`src/rtl/branch_predict_unit.sv`:
```
// Branch resolution and fetch-side prediction for the 6-stage core.
// Conditional branches, jal and jalr are resolved in EX from the ALU flags.
// A mispredict raises flush together with the correct next PC.
// Fetch prediction uses a bimodal table of 2-bit saturating counters
// and a direct-mapped BTB. Both are read combinationally at if_pc.
// The block also keeps saturating branch and mispredict counters.
module branch_predict_unit #(
    parameter int         XLEN        = 32,
    parameter int         BHT_ENTRIES = 64,
    parameter int         BTB_ENTRIES = 16,
    parameter logic [1:0] CNT_INIT    = 2'b01
) (
    input  logic            clk,
    input  logic            rst_n,
    input  logic [XLEN-1:0] if_pc,
    output logic            pred_taken,
    output logic [XLEN-1:0] pred_target,
    input  logic            ex_valid,
    input  logic [XLEN-1:0] ex_pc,
    input  logic            ex_branch,
    input  logic            ex_jump,
    input  logic            ex_jalr,
    input  logic [2:0]      ex_funct3,
    input  logic            N,
    input  logic            Z,
    input  logic            C,
    input  logic            V,
    input  logic            ex_pred_taken,
    input  logic [XLEN-1:0] ex_pred_target,
    input  logic [XLEN-1:0] ex_br_target,
    input  logic [XLEN-1:0] ex_jalr_target,
    input  logic [XLEN-1:0] ex_pc_plus4,
    output logic            btaken,
    output logic [1:0]      pc_src,
    output logic            flush,
    output logic [XLEN-1:0] redirect_pc,
    output logic [31:0]     br_count,
    output logic [31:0]     mp_count
);

    localparam int BW   = $clog2(BHT_ENTRIES);
    localparam int TW   = $clog2(BTB_ENTRIES);
    localparam int TAGW = XLEN - TW - 2;

    logic [1:0]      bht        [BHT_ENTRIES];
    logic            btb_valid  [BTB_ENTRIES];
    logic [TAGW-1:0] btb_tag    [BTB_ENTRIES];
    logic [XLEN-1:0] btb_target [BTB_ENTRIES];
    logic            btb_jump   [BTB_ENTRIES];

    logic [BW-1:0]   if_bidx;
    logic [TW-1:0]   if_tidx;
    logic [TAGW-1:0] if_tag;
    logic [BW-1:0]   ex_bidx;
    logic [TW-1:0]   ex_tidx;
    logic [TAGW-1:0] ex_tag;
    logic            btb_hit;

    logic            cond;
    logic            br_taken;
    logic            actual_taken;
    logic [XLEN-1:0] actual_target;
    logic            is_ctrl;
    logic            mispredict;
    logic            res_active;
    logic            btb_we;

    // The two byte-offset bits of the PCs never take part in indexing.
    logic unused_pc_bits;
    assign unused_pc_bits = ^{if_pc[1:0], ex_pc[1:0]};

    assign if_bidx = if_pc[BW+1:2];
    assign if_tidx = if_pc[TW+1:2];
    assign if_tag  = if_pc[XLEN-1:TW+2];
    assign ex_bidx = ex_pc[BW+1:2];
    assign ex_tidx = ex_pc[TW+1:2];
    assign ex_tag  = ex_pc[XLEN-1:TW+2];

    assign btb_hit = btb_valid[if_tidx] && (btb_tag[if_tidx] == if_tag);

    // Fetch prediction; reads pre-update state, so a same-cycle write shows up next cycle.
    always_comb begin
        pred_taken  = 1'b0;
        pred_target = '0;
        if (rst_n && btb_hit) begin
            pred_taken  = btb_jump[if_tidx] | bht[if_bidx][1];
            pred_target = btb_target[if_tidx];
        end
    end

    // Branch condition from the SrcA-SrcB flags; C set means no borrow.
    always_comb begin
        cond = 1'b0;
        case (ex_funct3)
            3'b000:  cond = Z;
            3'b001:  cond = ~Z;
            3'b100:  cond = N ^ V;
            3'b101:  cond = ~(N ^ V);
            3'b110:  cond = ~C;
            3'b111:  cond = C;
            default: cond = 1'b0;
        endcase
    end

    assign res_active    = rst_n & ex_valid;
    assign is_ctrl       = ex_branch | ex_jump | ex_jalr;
    assign br_taken      = ex_branch & cond;
    assign actual_taken  = br_taken | ex_jump | ex_jalr;
    assign actual_target = ex_jalr ? ex_jalr_target : ex_br_target;
    assign mispredict    = is_ctrl &&
                           ((actual_taken != ex_pred_taken) ||
                            (actual_taken && ex_pred_taken && (ex_pred_target != actual_target)));
    // jalr is deliberately never allocated; its target depends on rs1.
    assign btb_we        = br_taken | ex_jump;

    // Resolve outputs are forced to zero when EX is empty or in reset.
    always_comb begin
        btaken      = 1'b0;
        pc_src      = 2'b00;
        flush       = 1'b0;
        redirect_pc = '0;
        if (res_active) begin
            btaken      = br_taken;
            flush       = mispredict;
            redirect_pc = actual_taken ? actual_target : ex_pc_plus4;
            if (ex_jump || br_taken) begin
                pc_src = 2'b01;
            end else if (ex_jalr) begin
                pc_src = 2'b10;
            end
        end
    end

    // Bimodal counters: train on every resolved conditional branch.
    always_ff @(posedge clk) begin
        if (!rst_n) begin
            for (int i = 0; i < BHT_ENTRIES; i++) begin
                bht[i] <= CNT_INIT;
            end
        end else if (ex_valid && ex_branch) begin
            if (br_taken) begin
                if (bht[ex_bidx] != 2'b11) begin
                    bht[ex_bidx] <= bht[ex_bidx] + 2'b01;
                end
            end else if (bht[ex_bidx] != 2'b00) begin
                bht[ex_bidx] <= bht[ex_bidx] - 2'b01;
            end
        end
    end

    // BTB valid bits: cleared on reset, set on allocation.
    always_ff @(posedge clk) begin
        if (!rst_n) begin
            for (int i = 0; i < BTB_ENTRIES; i++) begin
                btb_valid[i] <= 1'b0;
            end
        end else if (ex_valid && btb_we) begin
            btb_valid[ex_tidx] <= 1'b1;
        end
    end

    // BTB payload: taken branches and jal overwrite whatever sits at the index.
    always_ff @(posedge clk) begin
        if (rst_n && ex_valid && btb_we) begin
            btb_tag[ex_tidx]    <= ex_tag;
            btb_target[ex_tidx] <= ex_br_target;
            btb_jump[ex_tidx]   <= ex_jump;
        end
    end

    // Performance counters, saturating at all-ones.
    always_ff @(posedge clk) begin
        if (!rst_n) begin
            br_count <= '0;
            mp_count <= '0;
        end else if (ex_valid) begin
            if (is_ctrl && (br_count != 32'hFFFF_FFFF)) begin
                br_count <= br_count + 32'd1;
            end
            if (mispredict && (mp_count != 32'hFFFF_FFFF)) begin
                mp_count <= mp_count + 32'd1;
            end
        end
    end

endmodule

```
`config.mk`:
```
export PLATFORM = sky130hd
export DESIGN_NAME = branch_predict_unit
export DESIGN_NICKNAME = d
export VERILOG_FILES = /design/src/rtl/branch_predict_unit.sv
export SDC_FILE = /design/constraint.sdc
export NUM_CORES = 1
export LEC_CHECK = 0
export CORE_MARGIN = 2
export CORE_UTILIZATION = 59
export CTS_CLUSTER_DIAMETER = 50
export DETAILED_ROUTE_END_ITERATION = 7
export GPL_ROUTABILITY_DRIVEN = 0
export HOLD_SLACK_MARGIN = 0.08
export PLACE_DENSITY = 0.86
export SETUP_SLACK_MARGIN = 0.05
export SLEW_MARGIN = 20
export SYNTH_ARGS = -nofsm -noshare
export SYNTH_HDL_FRONTEND = slang
export SYNTH_SLANG_ARGS = --single-unit
```
`constraint.sdc`:
```
create_clock -name clk -period 6.2 [get_ports clk]
set_input_delay 0.62 -clock clk [delete_from_list [all_inputs] [get_ports clk]]
set_output_delay 0.62 -clock clk [all_outputs]
set_load 0.01 [all_outputs]
```
# Yosys cells after proc, flatten, opt, wreduce, memory -nomap -nowiden
# Memory sizes are Yosys's and may differ from the RTL's.
# Cells that the tools add are included.
dict set report word_totals {
  elab_cells 87
  latchBits 0
  regBits 64
  mem_bits_ro 0
  output_inout_bits 133
  ramBits 1088
  memories 5
  inputBits 206
}
# name words word_bits rd rd_ports_with_merged_regs wr line_no
set mem_list {}
lappend mem_list {btb_target 16 32 1 0 1 48} ;# logic [XLEN-1:0] btb_target [BTB_ENTRIES];
lappend mem_list {btb_tag 16 26 1 0 1 47} ;# logic [TAGW-1:0] btb_tag [BTB_ENTRIES];
lappend mem_list {bht 64 2 2 0 64 45} ;# logic [1:0] bht [BHT_ENTRIES];
lappend mem_list {btb_jump 16 1 1 0 1 49} ;# logic btb_jump [BTB_ENTRIES];
lappend mem_list {btb_valid 16 1 1 0 16 46} ;# logic btb_valid [BTB_ENTRIES];
dict set report classes {
  magnitude_cmp 0
  reduce_logical 19
  div 0
  shifts 0
  eq_ne 11
  multipliers 0
  bitwise_logic 12
  add_sub_neg 4
  mux 34
}
# op count
set ops {}
lappend ops {{32-bit 2-to-1 mux} 4}
lappend ops {{32-bit by 1-bit adder with 32-bit output (second input constant)} 2}
lappend ops {{32-bit != test (second input constant)} 2}
lappend ops {{32-bit != test} 1}
lappend ops {{26-bit equality test} 1}
lappend ops {{1-bit 2-to-1 mux} 22}
lappend ops {{3-bit equality test (second input constant)} 4}
lappend ops {{1-bit logical AND} 11}
lappend ops {{2-bit 2-to-1 mux} 5}
lappend ops {{6-bit 2-to-1 mux} 1}
lappend ops {{1-bit bitwise OR} 6}
lappend ops {{1-bit case mux with 6 select lines} 1}
lappend ops {{4-bit 2-to-1 mux} 1}
lappend ops {{2-bit AND reduction} 2}
lappend ops {{3-bit by 1-bit equality test with 1-bit output (second input constant)} 1}
lappend ops {{3-bit zero test} 1}
lappend ops {{1-bit inverter} 3}
lappend ops {{2-bit by 1-bit adder with 2-bit output (second input constant)} 1}
lappend ops {{1-bit bitwise AND} 2}
lappend ops {{1-bit logical OR} 2}
lappend ops {{2-bit != test (second input constant)} 1}
lappend ops {{2-bit nonzero test} 1}
lappend ops {{2-bit OR reduction} 1}
lappend ops {{2-bit by 1-bit subtractor with 2-bit output (second input constant)} 1}
lappend ops {{3 further kinds} 3}

# Depth between registers and ports, before layout
dict set report depth {
  word_depth 12
  ltp_mapped 15
}

# Worst setup path after synthesis
# No wires, ideal clock.
dict set report synth_timing {
  path_type {input to register}
  start {input V}
  end {memory btb_jump[2], enable pin}
  arrival_ns 4.690
  path_buffers 1
  path_stages 10
  t_required_ns 5.722
  setup_slack_ns 1.032
  setup_time_ns 0.478
  path_cell_list {xor2_1 -> mux2i_1 -> xor2_1 -> o21ai_1 -> a21o_1 -> clkbuf_1 -> nand3_1 -> inv_1 -> nand2_1 -> nor2_1}
}
dict set report synth_via {
  elab_chain_len 8
}
# item line_no
set synth_rtl {}
lappend synth_rtl {{start: declaration} 27} ;# input logic V,
lappend synth_rtl {{1-bit XOR *} {97, 98}}
lappend synth_rtl {{1-bit inverter} 98} ;# 3'b101: cond = ~(N ^ V);
lappend synth_rtl {{1-bit case mux with 6 select lines *} 94} ;# case (ex_funct3)
lappend synth_rtl {{1-bit bitwise AND *} 107} ;# assign br_taken = ex_branch & cond;
lappend synth_rtl {{1-bit bitwise OR *} 114} ;# assign btb_we = br_taken | ex_jump;
lappend synth_rtl {{1-bit logical AND *} 164} ;# if (rst_n && ex_valid && btb_we) begin
lappend synth_rtl {{1-bit 2-to-1 mux *} 164}
lappend synth_rtl {{1-bit 2-to-1 mux (implied by the code) *} 167} ;# btb_jump[ex_tidx] <= ex_jump;
lappend synth_rtl {{end: declaration} 49}
# Every way passes the cells marked *; elsewhere a longest branch is shown, timed or not.

# Final worst setup path
dict set report layout_timing {
  start {input if_pc[2]}
  end {output pred_target[22]}
}
dict set report layout_via {
  elab_chain_len 5
  elab_cells_between_ends 7
  classes_between {1 x eq/ne; 1 x mux; 2 x reduce/logical; 3 x memory}
}
# item line_no
set layout_rtl {}
lappend layout_rtl {{start: declaration} 15} ;# input logic [XLEN-1:0] if_pc,
lappend layout_rtl {{memory read 16 x 26 bit} --}
lappend layout_rtl {{26-bit equality test} 79} ;# assign btb_hit = btb_valid[if_tidx] && (btb_tag[if_tidx] == if_tag);
lappend layout_rtl {{1-bit logical AND} 79}
lappend layout_rtl {{1-bit logical AND} 85} ;# if (rst_n && btb_hit) begin
lappend layout_rtl {{32-bit 2-to-1 mux *} 85}
lappend layout_rtl {{end: declaration} 17} ;# output logic [XLEN-1:0] pred_target,
# Marked as above.

==> results_dict.tcl <==
set metrics [dict create \
    outcome "complete, no violations" \
    crit_arrival_ps 4960 \
    syn_nets 2991 \
    ys_top_cells_by_count "edfxtp_1 (1,072), mux4_2 (299), nor2_1 (187)" \
    timing.fmax_ghz 0.179 \
    dpl-instance-area_sq_mm 0.0533 \
    synthCells 2782 \
    cts_sinks 1152 \
    cts.path.max_buffers 3 \
    hold-worst-slack_ps 462 \
    r2r_setup_slack_ps 2040 \
    cts_tree "built" \
    async_reset_ff_share_pct 0 \
    hold_buffers 0 \
    root_buffer "clkbuf_16" \
    htree_levels 3 \
    fillers 4759 \
    core_area_sq_mm 0.0818 \
    reg2reg_to "bht[31][0]$_SDFFCE_PN1P_" \
    synth_area_sq_mm 0.0486 \
    drcViolationCount 0 \
    die_width_microns 291 \
    synth_top_area_share_pct 66.2 \
    yosysMostFrequentCell "edfxtp_1" \
    totalWireLength_microns 138000 \
    synth_area_leaders "edfxtp_1 (66%), mux4_2 (14%), dfxtp_1 (3.3%)" \
    drt-wirelength-per-cell_microns 32.1 \
    max_slew.worst_pin.slew_ps 1090 \
    report.final.slew_viol_count 0 \
    ys_warn_count 0 \
    viasPerCell 6.99 \
    grt_pass1_vias 30600 \
    hp-class "register to register" \
    numCtsBuffers 112 \
    rsz0062_at_grt "false" \
    layout-drive-gt1-share_pct 18.5 \
    first_iter_violations 4074 \
    layout_min_cycle_time_ps 5580 \
    seq_area_sq_mm 0.0338 \
    max-slew-margin-rel_pct 27.3 \
    route.vias.total 30000 \
    total_leakage_power_uw 0.0183 \
    fin_util_pct 69.6 \
    dieArea_sq_mm 0.0847 \
    io_pins 339 \
    grt_pass1_wl_microns 202000 \
    path_class "input port to primary output" \
    required_ps 5580 \
    clock_latency_ps 700 \
    period_share_pct 89.9 \
    die_height_microns 291 \
    start_util_pct 59.4 \
    avgSynthCellArea_sq_um 17.5 \
    grt_overflow_total 0 \
    hold_viol 0 \
    ys_types 70 \
    critPathMaxFanout 87 \
    io_buffers 334 \
    area_delta_synth_final_pct 17.2 \
    post-cts-setup-buffer-count 0 \
    fin_area_sq_mm 0.0570 \
    setup_slack_ps 625 \
    ctsResizeCount 0 \
    setup.worst_path.start_class "input port" \
    fin_tns_setup_ps 0 \
    synth_top_area_cell "edfxtp_1" \
    track_usage_pct 32.5 \
    synth-edff-count 1072 \
    end_kind "primary output" \
    cap_viol_max_count 0 \
    cp-startpoint "if_pc[2]" \
    final_nets 3338 \
    place_hpwl_microns 78000 \
    power_density_mw_per_mm2 291 \
    placementRows 105 \
    clkSlewWorstSetupHoldPaths_ps 60 \
    multiInputGateArea_sq_mm 0.0141 \
    r2r_cells 8 \
    first_pass_iters 6 \
    ys.flop_type "edfxtp_1" \
    grt_start_max_net_pins 92 \
    ys_seq_elements 1152 \
    setup_viol 0 \
    ant_nets 0 \
    antenna_found_initial 8 \
    crit_end "pred_target[22]" \
    vdd_drop_max_uv 230 \
    dp_slack_ps 734 \
    fin_skew_ps 31.0 \
    r2r-start "bht[44][0]$_SDFFCE_PN1P_" \
    yosysSeqAreaShare_pct 69.5 \
]
-- power by group --
group	internal [uW]	switching [uW]
logic	514	737
clock network	3730	3030
registers	8560	33.9
-- sequential cells by signal, summed over array words and instances, names as in the netlist --
name / count
mp_count: 32
btb_valid: 16
btb_jump: 16
br_count: 32
btb_tag: 416
btb_target: 512
bht: 128
-- critical path, stage by stage --
cell and delay, ps:
buf_8 650, mux4_2 620, mux4_2 490, xnor2_1 440
nand2_1 180, nor4_4 700, buf_4 340, and3_1 230
clkdlybuf4s50_1 590
-- placed cells by master, fill, tap and decap left out, drive strengths merged, types with 6 or more instances in the layout --
cell type	n
mux2	8
nor4	24
bufinv	9
a22oi	23
o41ai	8
a221oi	8
nand4	43
and2	15
nor3	52
xor2	35
buf	90
clkinvlp	8
xnor2	62
o21ai	72
edfxtp	1072
o22ai	6
o31ai	24
mux2i	137
inv	20
a22o	7
or3	30
clkbuf	134
mux4	299
nand2	106
nor2	188
clkdlybuf4s50	326
or4	6
nor2b	13
nand2b	8
and3	52
nand3	52
clkinv	55
a21oi	69
dfxtp	80
a211oi	9
a21o	19
-- cell families (layout without fill, tap and decap cells) --
group | count (synthesis) | in the layout | share of synthesized area, %
flip-flops | 1152 | 1152 | 69.5
AND/OR/NAND/NOR | 614 | 614 | 6.34
multiplexers | 444 | 444 | 16.9
AO/OA/AOI/OAI | 270 | 270 | 3.58
buffers and inverters | 202 | 642 | 1.88
XOR/XNOR | 97 | 97 | 1.75
adder cells (fa/ha/maj) | 3 | 3 | 0.0772
other | 0 | 1 | 0
-- cell type report --
type / instances / area share [%]
Sequential cell: 1152 / 59.3
Clock inverter: 74 / 1.33
Inverter: 18 / 0.121
Tap cell: 1070 / 2.35
Timing Repair Buffer: 417 / 7.14
Antenna cell: 1 / 0.00439
Multi-Input combinational cell: 1428 / 24.7
Clock buffer: 133 / 5.06
-- how the worst min path moves through the flow --
stage / startpoint / end / depth (start not counted)
2_1_floorplan: btb_valid[14]$_DFF_P_ / btb_valid[14]$_DFF_P_ / 1
3_3_place_gp: btb_valid[8]$_DFF_P_ / btb_valid[8]$_DFF_P_ / 1
3_5_place_dp: btb_valid[5]$_DFF_P_ / btb_valid[5]$_DFF_P_ / 1
4_1_cts: btb_valid[6]$_DFF_P_ / btb_valid[6]$_DFF_P_ / 1
5_1_grt: btb_valid[6]$_DFF_P_ / btb_valid[6]$_DFF_P_ / 1
6_report: btb_valid[6]$_DFF_P_ / btb_valid[6]$_DFF_P_ / 1
-- metal layers --
metal	wire length, microns	track usage, %	share of wire (%)	vias up
li1	-	-	-	11900
met1	46000	41.8	33	15000
met2	67500	53.2	49	2590
met3	17200	7.43	12	490
met4	6960	15.1	5.1	12
met5	69	0	0.050	-
-- stage by stage --
step	total power, uW	cells
after detailed placement	9960	4085
after global routing	17000	4293
final	16600	4293
after floorplan	9430	2782
after global placement	9910	4085
after CTS	16600	4292
Note: power is estimated with default switching activity, not from simulation.
